`src/rtl/nios2_ht18_wang_fu_oci_dct_unpacker_if.sv`:
```
// Bundle of the OCI DCT capture inputs and the serialised trace-slot stream.
// Latency: none (wires only).
// Backpressure: slot_ready from the sink stalls the slot stream.
interface nios2_ht18_wang_fu_oci_dct_unpacker_if #(
    parameter int BUF_W  = 30,
    parameter int SLOT_W = 2,
    parameter int CNT_W  = 4
);
    logic [BUF_W-1:0]  dct_buffer;
    logic [CNT_W-1:0]  dct_count;
    logic              dct_load;
    logic [SLOT_W-1:0] slot_data;
    logic              slot_valid;
    logic              slot_ready;
    logic              slot_last;
    logic              dct_busy;
    logic              dct_overflow;
    logic              test_ending;
    logic              test_has_ended;

    // OCI / trace-sink side: drives capture words and accepts slots.
    modport master (
        output dct_buffer, dct_count, dct_load, slot_ready, test_ending,
        input  slot_data, slot_valid, slot_last, dct_busy, dct_overflow, test_has_ended
    );

    // Unpacker side.
    modport slave (
        input  dct_buffer, dct_count, dct_load, slot_ready, test_ending,
        output slot_data, slot_valid, slot_last, dct_busy, dct_overflow, test_has_ended
    );
endinterface

```
`src/rtl/nios2_ht18_wang_fu_oci_dct_unpacker.sv`:
```
// Serialises captured OCI DCT words into 2-bit trace slots, slot 0 first.
// Latency: first slot valid 1 cycle after dct_load; one slot per cycle with ready held.
// Backpressure: slot_ready low holds data/last stable; loads arriving while busy are dropped (sticky overflow).
module nios2_ht18_wang_fu_oci_dct_unpacker #(
    parameter int BUF_W  = 30,
    parameter int SLOT_W = 2,
    parameter int CNT_W  = 4
) (
    input  logic clk,
    input  logic reset,
    nios2_ht18_wang_fu_oci_dct_unpacker_if.slave bus
);
    localparam logic [1:0] ST_IDLE  = 2'd0;
    localparam logic [1:0] ST_SHIFT = 2'd1;
    localparam logic [1:0] ST_ENDED = 2'd2;

    logic [1:0]       state_q, state_d;
    logic [BUF_W-1:0] shreg_q, shreg_d;
    logic [CNT_W-1:0] rem_q, rem_d;
    logic             end_pending_q, end_pending_d;
    logic             overflow_q, overflow_d;

    logic             xfer;
    logic             final_xfer;
    logic             load_ok;

    // Next-state logic: capture, shift-out, drop detection and end-of-test sequencing.
    always_comb begin
        xfer          = (state_q == ST_SHIFT) && bus.slot_ready;
        final_xfer    = xfer && (rem_q == CNT_W'(1));
        load_ok       = bus.dct_load && (bus.dct_count != '0);

        state_d       = state_q;
        shreg_d       = shreg_q;
        rem_d         = rem_q;
        overflow_d    = overflow_q;
        end_pending_d = end_pending_q | bus.test_ending;

        case (state_q)
            ST_IDLE: begin
                // A real word wins over ending so captured data is never lost.
                if (load_ok) begin
                    shreg_d = bus.dct_buffer;
                    rem_d   = bus.dct_count;
                    state_d = ST_SHIFT;
                end else if (end_pending_d) begin
                    state_d = ST_ENDED;
                end
            end
            ST_SHIFT: begin
                if (xfer) begin
                    shreg_d = shreg_q >> SLOT_W;
                    rem_d   = rem_q - CNT_W'(1);
                end
                if (final_xfer) begin
                    // Reload on the last transfer keeps the stream bubble-free.
                    if (load_ok) begin
                        shreg_d = bus.dct_buffer;
                        rem_d   = bus.dct_count;
                        state_d = ST_SHIFT;
                    end else begin
                        state_d = ST_IDLE;
                    end
                end else if (bus.dct_load) begin
                    overflow_d = 1'b1;
                end
            end
            ST_ENDED: begin
                state_d = ST_ENDED;
            end
            default: begin
                state_d = ST_IDLE;
            end
        endcase
    end

    // State registers; reset discards any word in flight.
    always_ff @(posedge clk or posedge reset) begin
        if (reset) begin
            state_q       <= ST_IDLE;
            shreg_q       <= '0;
            rem_q         <= '0;
            end_pending_q <= 1'b0;
            overflow_q    <= 1'b0;
        end else begin
            state_q       <= state_d;
            shreg_q       <= shreg_d;
            rem_q         <= rem_d;
            end_pending_q <= end_pending_d;
            overflow_q    <= overflow_d;
        end
    end

    // Outputs are pure functions of state so they hold steady under backpressure.
    assign bus.slot_valid     = (state_q == ST_SHIFT);
    assign bus.slot_data      = (state_q == ST_SHIFT) ? shreg_q[SLOT_W-1:0] : '0;
    assign bus.slot_last      = (state_q == ST_SHIFT) && (rem_q == CNT_W'(1));
    assign bus.dct_busy       = (state_q == ST_SHIFT);
    assign bus.dct_overflow   = overflow_q;
    assign bus.test_has_ended = (state_q == ST_ENDED);
endmodule

```
`src/flat_wrapper.sv`:
```
// flat-port wrapper written by rule: the top's interface ports become plain ports
module nios2_ht18_wang_fu_oci_dct_unpacker_flat 
#(
    parameter int BUF_W  = 30,
    parameter int SLOT_W = 2,
    parameter int CNT_W  = 4
)
  (clk, reset, bus_dct_buffer, bus_dct_count, bus_dct_load, bus_slot_ready, bus_test_ending, bus_slot_data, bus_slot_valid, bus_slot_last, bus_dct_busy, bus_dct_overflow, bus_test_has_ended);
  nios2_ht18_wang_fu_oci_dct_unpacker_if #(.BUF_W(BUF_W), .SLOT_W(SLOT_W), .CNT_W(CNT_W)) bus_i ();
  input  logic clk;
  input  logic reset;
  input wire logic [$bits(bus_i.dct_buffer)-1:0] bus_dct_buffer;
  input wire logic [$bits(bus_i.dct_count)-1:0] bus_dct_count;
  input wire logic [$bits(bus_i.dct_load)-1:0] bus_dct_load;
  input wire logic [$bits(bus_i.slot_ready)-1:0] bus_slot_ready;
  input wire logic [$bits(bus_i.test_ending)-1:0] bus_test_ending;
  output wire logic [$bits(bus_i.slot_data)-1:0] bus_slot_data;
  output wire logic [$bits(bus_i.slot_valid)-1:0] bus_slot_valid;
  output wire logic [$bits(bus_i.slot_last)-1:0] bus_slot_last;
  output wire logic [$bits(bus_i.dct_busy)-1:0] bus_dct_busy;
  output wire logic [$bits(bus_i.dct_overflow)-1:0] bus_dct_overflow;
  output wire logic [$bits(bus_i.test_has_ended)-1:0] bus_test_has_ended;
  assign bus_i.dct_buffer = bus_dct_buffer;
  assign bus_i.dct_count = bus_dct_count;
  assign bus_i.dct_load = bus_dct_load;
  assign bus_i.slot_ready = bus_slot_ready;
  assign bus_i.test_ending = bus_test_ending;
  assign bus_slot_data = bus_i.slot_data;
  assign bus_slot_valid = bus_i.slot_valid;
  assign bus_slot_last = bus_i.slot_last;
  assign bus_dct_busy = bus_i.dct_busy;
  assign bus_dct_overflow = bus_i.dct_overflow;
  assign bus_test_has_ended = bus_i.test_has_ended;
  nios2_ht18_wang_fu_oci_dct_unpacker #(.BUF_W(BUF_W), .SLOT_W(SLOT_W), .CNT_W(CNT_W)) u_core (.clk(clk), .reset(reset), .bus(bus_i));
endmodule
```
`config.mk`:
```
export PLATFORM = sky130hd
export DESIGN_NAME = nios2_ht18_wang_fu_oci_dct_unpacker_flat
export DESIGN_NICKNAME = d
export VERILOG_FILES = /design/src/rtl/nios2_ht18_wang_fu_oci_dct_unpacker_if.sv /design/src/rtl/nios2_ht18_wang_fu_oci_dct_unpacker.sv /design/src/flat_wrapper.sv
export SDC_FILE = /design/constraint.sdc
export NUM_CORES = 1
export LEC_CHECK = 0
export CAP_MARGIN = 10
export CORE_ASPECT_RATIO = 1.2
export CORE_MARGIN = 3
export CORE_UTILIZATION = 40
export CTS_CLUSTER_DIAMETER = 150
export DETAILED_ROUTE_END_ITERATION = 8
export PLACE_DENSITY_LB_ADDON = 0.08
export SETUP_SLACK_MARGIN = 0.2
export SYNTH_ARGS = -nofsm -noshare
export SYNTH_HDL_FRONTEND = slang
export SYNTH_SLANG_ARGS = --single-unit
```
`constraint.sdc`:
```
create_clock -name clk -period 4.9 [get_ports clk]
set_input_delay 0.98 -clock clk [delete_from_list [all_inputs] [get_ports clk]]
set_output_delay 0.98 -clock clk [all_outputs]
set_load 0.01 [all_outputs]
```
Yosys cells after proc, flatten, opt, wreduce, memory -nomap -nowiden
Cells that the tools add are included.
{ "op_classes": {"eq_ne": 6, "n_reduce_logical": 10, "addsub": 1, "n_bitwise": 2, "mux": 16} }
{ "ops": {"columns": ["cell", "count"], "rows": [
  ["30-bit 2-to-1 mux", 4],
  ["30-bit case mux with 2 select lines", 1],
  ["4-bit 2-to-1 mux", 4],
  ["2-bit 2-to-1 mux", 4],
  ["4-bit case mux with 2 select lines", 1],
  ["2-bit case mux with 3 select lines", 1],
  ["4-bit by 1-bit equality test with 1-bit output (second input constant)", 1],
  ["1-bit logical AND", 4],
  ["2-bit by 1-bit != test with 1-bit output (second input constant)", 2],
  ["2-bit AND reduction", 2],
  ["4-bit nonzero test", 1],
  ["4-bit by 1-bit subtractor with 4-bit output (second input constant)", 1],
  ["3-bit by 1-bit != test with 1-bit output (second input constant)", 1],
  ["3-bit AND reduction", 1],
  ["2-bit by 1-bit equality test with 1-bit output (second input constant)", 1],
  ["2-bit equality test (second input constant)", 1],
  ["2-bit logical NOT", 1],
  ["2-bit nonzero test", 1],
  ["1-bit 2-to-1 mux", 1],
  ["1-bit NOT", 1],
  ["1-bit OR", 1]
]} }
{ "word_totals": {"regBits": 38, "inputBits": 39} }

Longest topological paths before layout
{ "logic_depth": {"depth_word": 6, "mapped_depth": 8, "ltp_nobuf": 6} }

Worst setup path before layout
Ideal clock, no wire load.
{ "synth_timing": {"path_kind": "in2reg", "from": "in bus_dct_count[0]", "to": "reg u_core.shreg_q[1]", "required_ns": 4.777, "arrival_ns": 2.166, "setup_slack_ns": 2.611, "path_buffers": 1, "setup_time_ns": 0.123, "stages": 4, "path_cell_list": "or4_4 -> a32o_2 -> buf_6 -> o221a_1"} }
{ "synth_between": {"elab_chain_cells": 5} }
{ "synth_rtl": {"columns": ["item", "line", "source"], "rows": [
  ["from (decl)", "flat_wrapper.sv:13", "input wire logic [$bits(bus_i.dct_count)-1:0] bus_dct_count;"],
  ["4-bit nonzero test *", "nios2_ht18_wang_fu_oci_dct_unpacker.sv:31", "load_ok = bus.dct_load && (bus.dct_count != '0);"],
  ["1-bit logical AND *", "nios2_ht18_wang_fu_oci_dct_unpacker.sv:31", null],
  ["30-bit 2-to-1 mux", "nios2_ht18_wang_fu_oci_dct_unpacker.sv:57", "if (load_ok) begin"],
  ["30-bit 2-to-1 mux", "nios2_ht18_wang_fu_oci_dct_unpacker.sv:55", "if (final_xfer) begin"],
  ["30-bit case mux with 2 select lines", "nios2_ht18_wang_fu_oci_dct_unpacker.sv:39", "case (state_q)"],
  ["to (signal assigned)", "nios2_ht18_wang_fu_oci_dct_unpacker.sv:87", "shreg_q <= shreg_d;"],
  ["to (decl)", "nios2_ht18_wang_fu_oci_dct_unpacker.sv:18", "logic [BUF_W-1:0] shreg_q, shreg_d;"]
]} }
Mark *: on every way between the ends. The rest lies on a longest branch, timed or not.
A chain may end at the register's enable or synchronous reset.

Final worst setup path
{ "layout_timing": {"from": "reg u_core.state_q[0]", "to": "out bus_slot_data[0]"} }
{ "layout_between": {"elab_chain_cells": 2} }
{ "layout_rtl": {"columns": ["item", "line", "source"], "rows": [
  ["from (decl)", "nios2_ht18_wang_fu_oci_dct_unpacker.sv:17", "logic [1:0] state_q, state_d;"],
  ["from (signal assigned)", "nios2_ht18_wang_fu_oci_dct_unpacker.sv:86", "state_q <= state_d;"],
  ["2-bit by 1-bit equality test with 1-bit output", "nios2_ht18_wang_fu_oci_dct_unpacker.sv:96", "assign bus.slot_data = (state_q == ST_SHIFT) ? shreg_q[SLOT_W-1:0] : '0;"],
  ["2-bit 2-to-1 mux", "nios2_ht18_wang_fu_oci_dct_unpacker.sv:96", null],
  ["to (decl)", "flat_wrapper.sv:17", "output wire logic [$bits(bus_i.slot_data)-1:0] bus_slot_data;"]
]} }
Every way passes these cells.

==> results by group <==
Placed design
  • Input/output buffers: 45
  • Gpl congestion: 0.734
  • DP HPWL: 2.76 mm
  • Place WS: 1.63 ns

Routing
  • Vias per cell: 5.45
  • DRT Pass-1 Iters: 6
  • Total number of vias: 1406
  • WL final: 4.10 mm
  • DRC: 0
  • Initial DRC Count: 81
  • Wire per inst: 15.9 µm
  • ANT nets after route: 0

STA
  • Max-slew violation count: 0
  • Peak Freq: 0.310 GHz
  • Fin worst setup slack: 1.68 ns
  • Setup TNS: 0 ns
  • Final min period: 3.22 ns
  • Worst-Margin Slew: 0.727 ns
  • Final period utilization: 65.8%
  • RSZ-0062 raised after global routing: no
  • Final clock skew: 0.00512 ns
  • # setup viols final: 0
  • Final hold viol count: 0
  • Slew HR: 51.5%

Synthesis
  • Net Count, Synth: 201
  • Cell Area, Synth: 1910 µm²
  • Top cells by count, synth: 38 x dfrtp_1, 30 x o221a_1, 28 x nand2b_1, 7 x inv_1
  • Ys async rst share: 100%
  • Synth area leaders: dfrtp_1 50%, o221a_1 18%, nand2b_1 9.2%
  • Most frequent cell after synthesis: dfrtp_1
  • Unique masters post-synth: 36
  • Most common flop cell mapped by yosys: dfrtp_1
  • Synth top area share: 49.7%
  • Syn_area_per_cell: 12.0 µm²
  • Area leader, netlist: dfrtp_1
  • Sequential area share after synthesis: 49.7%
  • Yosys reg bits: 38
  • Synth warn: 0
  • Post-synth EDFFs: 0
  • Post-Syn Instances: 160

Clock tree
  • Setup bufs post-CTS: 0
  • CTS tree: yes
  • Clock slew at reported path FFs: 0.07 ns
  • CTS Buf Count: 5
  • Clock sink count: 38
  • Clk buf depth: 2
  • Clk Latency, worst-skew pair: 0.28 ns
  • Post_cts resized: 0
  • Clock root buffer: clkbuf_8
  • Hold_buf cts: 0
  • H-tree depth: 2

Floorplanning
  • Die H: 81.8 µm
  • Die extent in x: 69.2 µm
  • Full die area: 5660 µm²
  • Core Region: 4420 µm²
  • Site Rows: 26
  • IO Count: 46
  • Initial Utilization: 43.3%

Finish
  • Number of diodes: 0
  • Nets: 242
  • Area grow syn2layout: 28.8%
  • Layout cells sized above 1: 8.91%

Setup path
  • CP endpoint kind: output port
  • CP bufs+invs: 1
  • Critical-path cell list: nor2b_1 > and2_1 > clkdlybuf4s50_1
  • Worst setup path category: flip-flop to output port
  • CP arrival: 2.24 ns
  • Worst R2R Setup Slack: 2.41 ns
  • Worst path max stage delay: 0.65 ns
  • Critical path fanouts, max: 10
  • Cell family with most CP delay: simple AND/OR/NAND/NOR gates
  • CP Launch Type: flip-flop
  • CP required: 3.92 ns
  • CP max-delay cell: nor2b_1

Run status
  • Status: complete, no violations

Hold path
  • Min-delay worst type: flip-flop to flip-flop

GRT
  • Vias in the first global route: 1484
  • First-pass GRT wire length: 7.11 mm
  • Initial antenna violation count: 0
  • All-layer global routing usage: 15.6%
  • Largest net degree at the start of global routing: 39
  • Grt total ovfl: 0

Power
  • Leakage: 0.892 nW
  • Cell Pwr Density: 496 nW/µm²
  • Worst vdd ir: 0.259 mV

Run
  • Max Cap Viol: 0
## power breakdown
part           total [mW]  internal (mW)  switching [mW]
Sequential          0.567          0.457           0.110
Clock               0.258          0.152           0.106
Combinational       0.397          0.241           0.157
## final timing paths
path,cells after the start,start,end
worst min-delay path,1,u_core.end_pending_q$_DFF_PP0_,u_core.end_pending_q$_DFF_PP0_
worst max-delay path,3,u_core.state_q[0]$_DFFE_PP0P_,bus_slot_data[0]
min in group asynchronous,3,reset,u_core.shreg_q[22]$_DFFE_PP0P_
max in group asynchronous,3,reset,u_core.shreg_q[10]$_DFFE_PP0P_
worst min register to register,1,u_core.end_pending_q$_DFF_PP0_,u_core.end_pending_q$_DFF_PP0_
worst max register to register,3,u_core.state_q[0]$_DFFE_PP0P_,u_core.rem_q[1]$_DFFE_PP0P_
## cell type report
cell class              count  area (µm²)
fillers                   418        1960
flip-flops and latches     38         951
multi-input cells         101         842
repair buffers             47         465
clock buffers               7        76.3
well taps                  56        70.1
clock inverters             1        30.0
inverters                   8        30.0
## cell families (layout without fill, tap and decap cells)
| kind of cell | Yosys count | after routing | share of synthesized area [%] |
|---|---|---|---|
| AO/OA/AOI/OAI | 48 | 48 | 25.4 |
| AND/OR/NAND/NOR | 51 | 51 | 16.9 |
| adder cells (fa/ha/maj) | 2 | 2 | 1.31 |
| flip-flops | 38 | 38 | 49.7 |
| buffers and inverters | 21 | 63 | 6.73 |
## sequential cells by signal, indices dropped and copies added, names as in the netlist
name                     flops
u_core.shreg_q              30
u_core.rem_q                 4
u_core.state_q               2
u_core.bus.dct_overflow      1
u_core.end_pending_q         1
## worst register-to-register path: cells and delay by family, from the launching register on
| kind | cells | cell delay, ns |
|---|---|---|
| DFF | 1 | 0.55 |
| AOI/OAI and AO/OA | 1 | 0.48 |
| and+or+nand+nor | 2 | 1.34 |
## metrics by stage
step	std cells	power [mW]	cell area [µm²]	utilization, %	hold WS, ns
floorplan	160	0.861	1910	-	0.423
global placement	250	0.956	2360	53.3	0.439
detailed placement	250	0.972	2360	53.3	0.450
CTS	258	1.24	2460	55.7	0.468
global route	258	1.31	2460	55.7	0.475
finish	258	1.22	2460	55.7	0.459
## cells in the final DEF (no fill, tap or decap), drive strengths merged, types with 2 or more instances in the layout
cell | synthesis | final
a211oi | 2 | 2
a21oi | 5 | 5
and2 | 3 | 3
buf | 11 | 2
clkbuf | 2 | 7
clkdlybuf4s50 | 0 | 45
dfrtp | 38 | 38
ha | 2 | 2
inv | 8 | 8
nand2 | 3 | 3
nand2b | 28 | 28
nand3 | 2 | 2
nor2 | 2 | 2
nor2b | 3 | 3
nor3 | 2 | 2
o21ai | 4 | 4
o221a | 30 | 30
or2 | 2 | 2
## metal layers
layer,global-route usage [%],share of wire (%),vias up
li1,-,-,675
met1,19.1,44,688
met2,27.1,50,36
met3,3.92,4.6,7
met4,5.27,1.3,0
met5,0,0,-
Note: power is estimated with default switching activity, not from simulation.
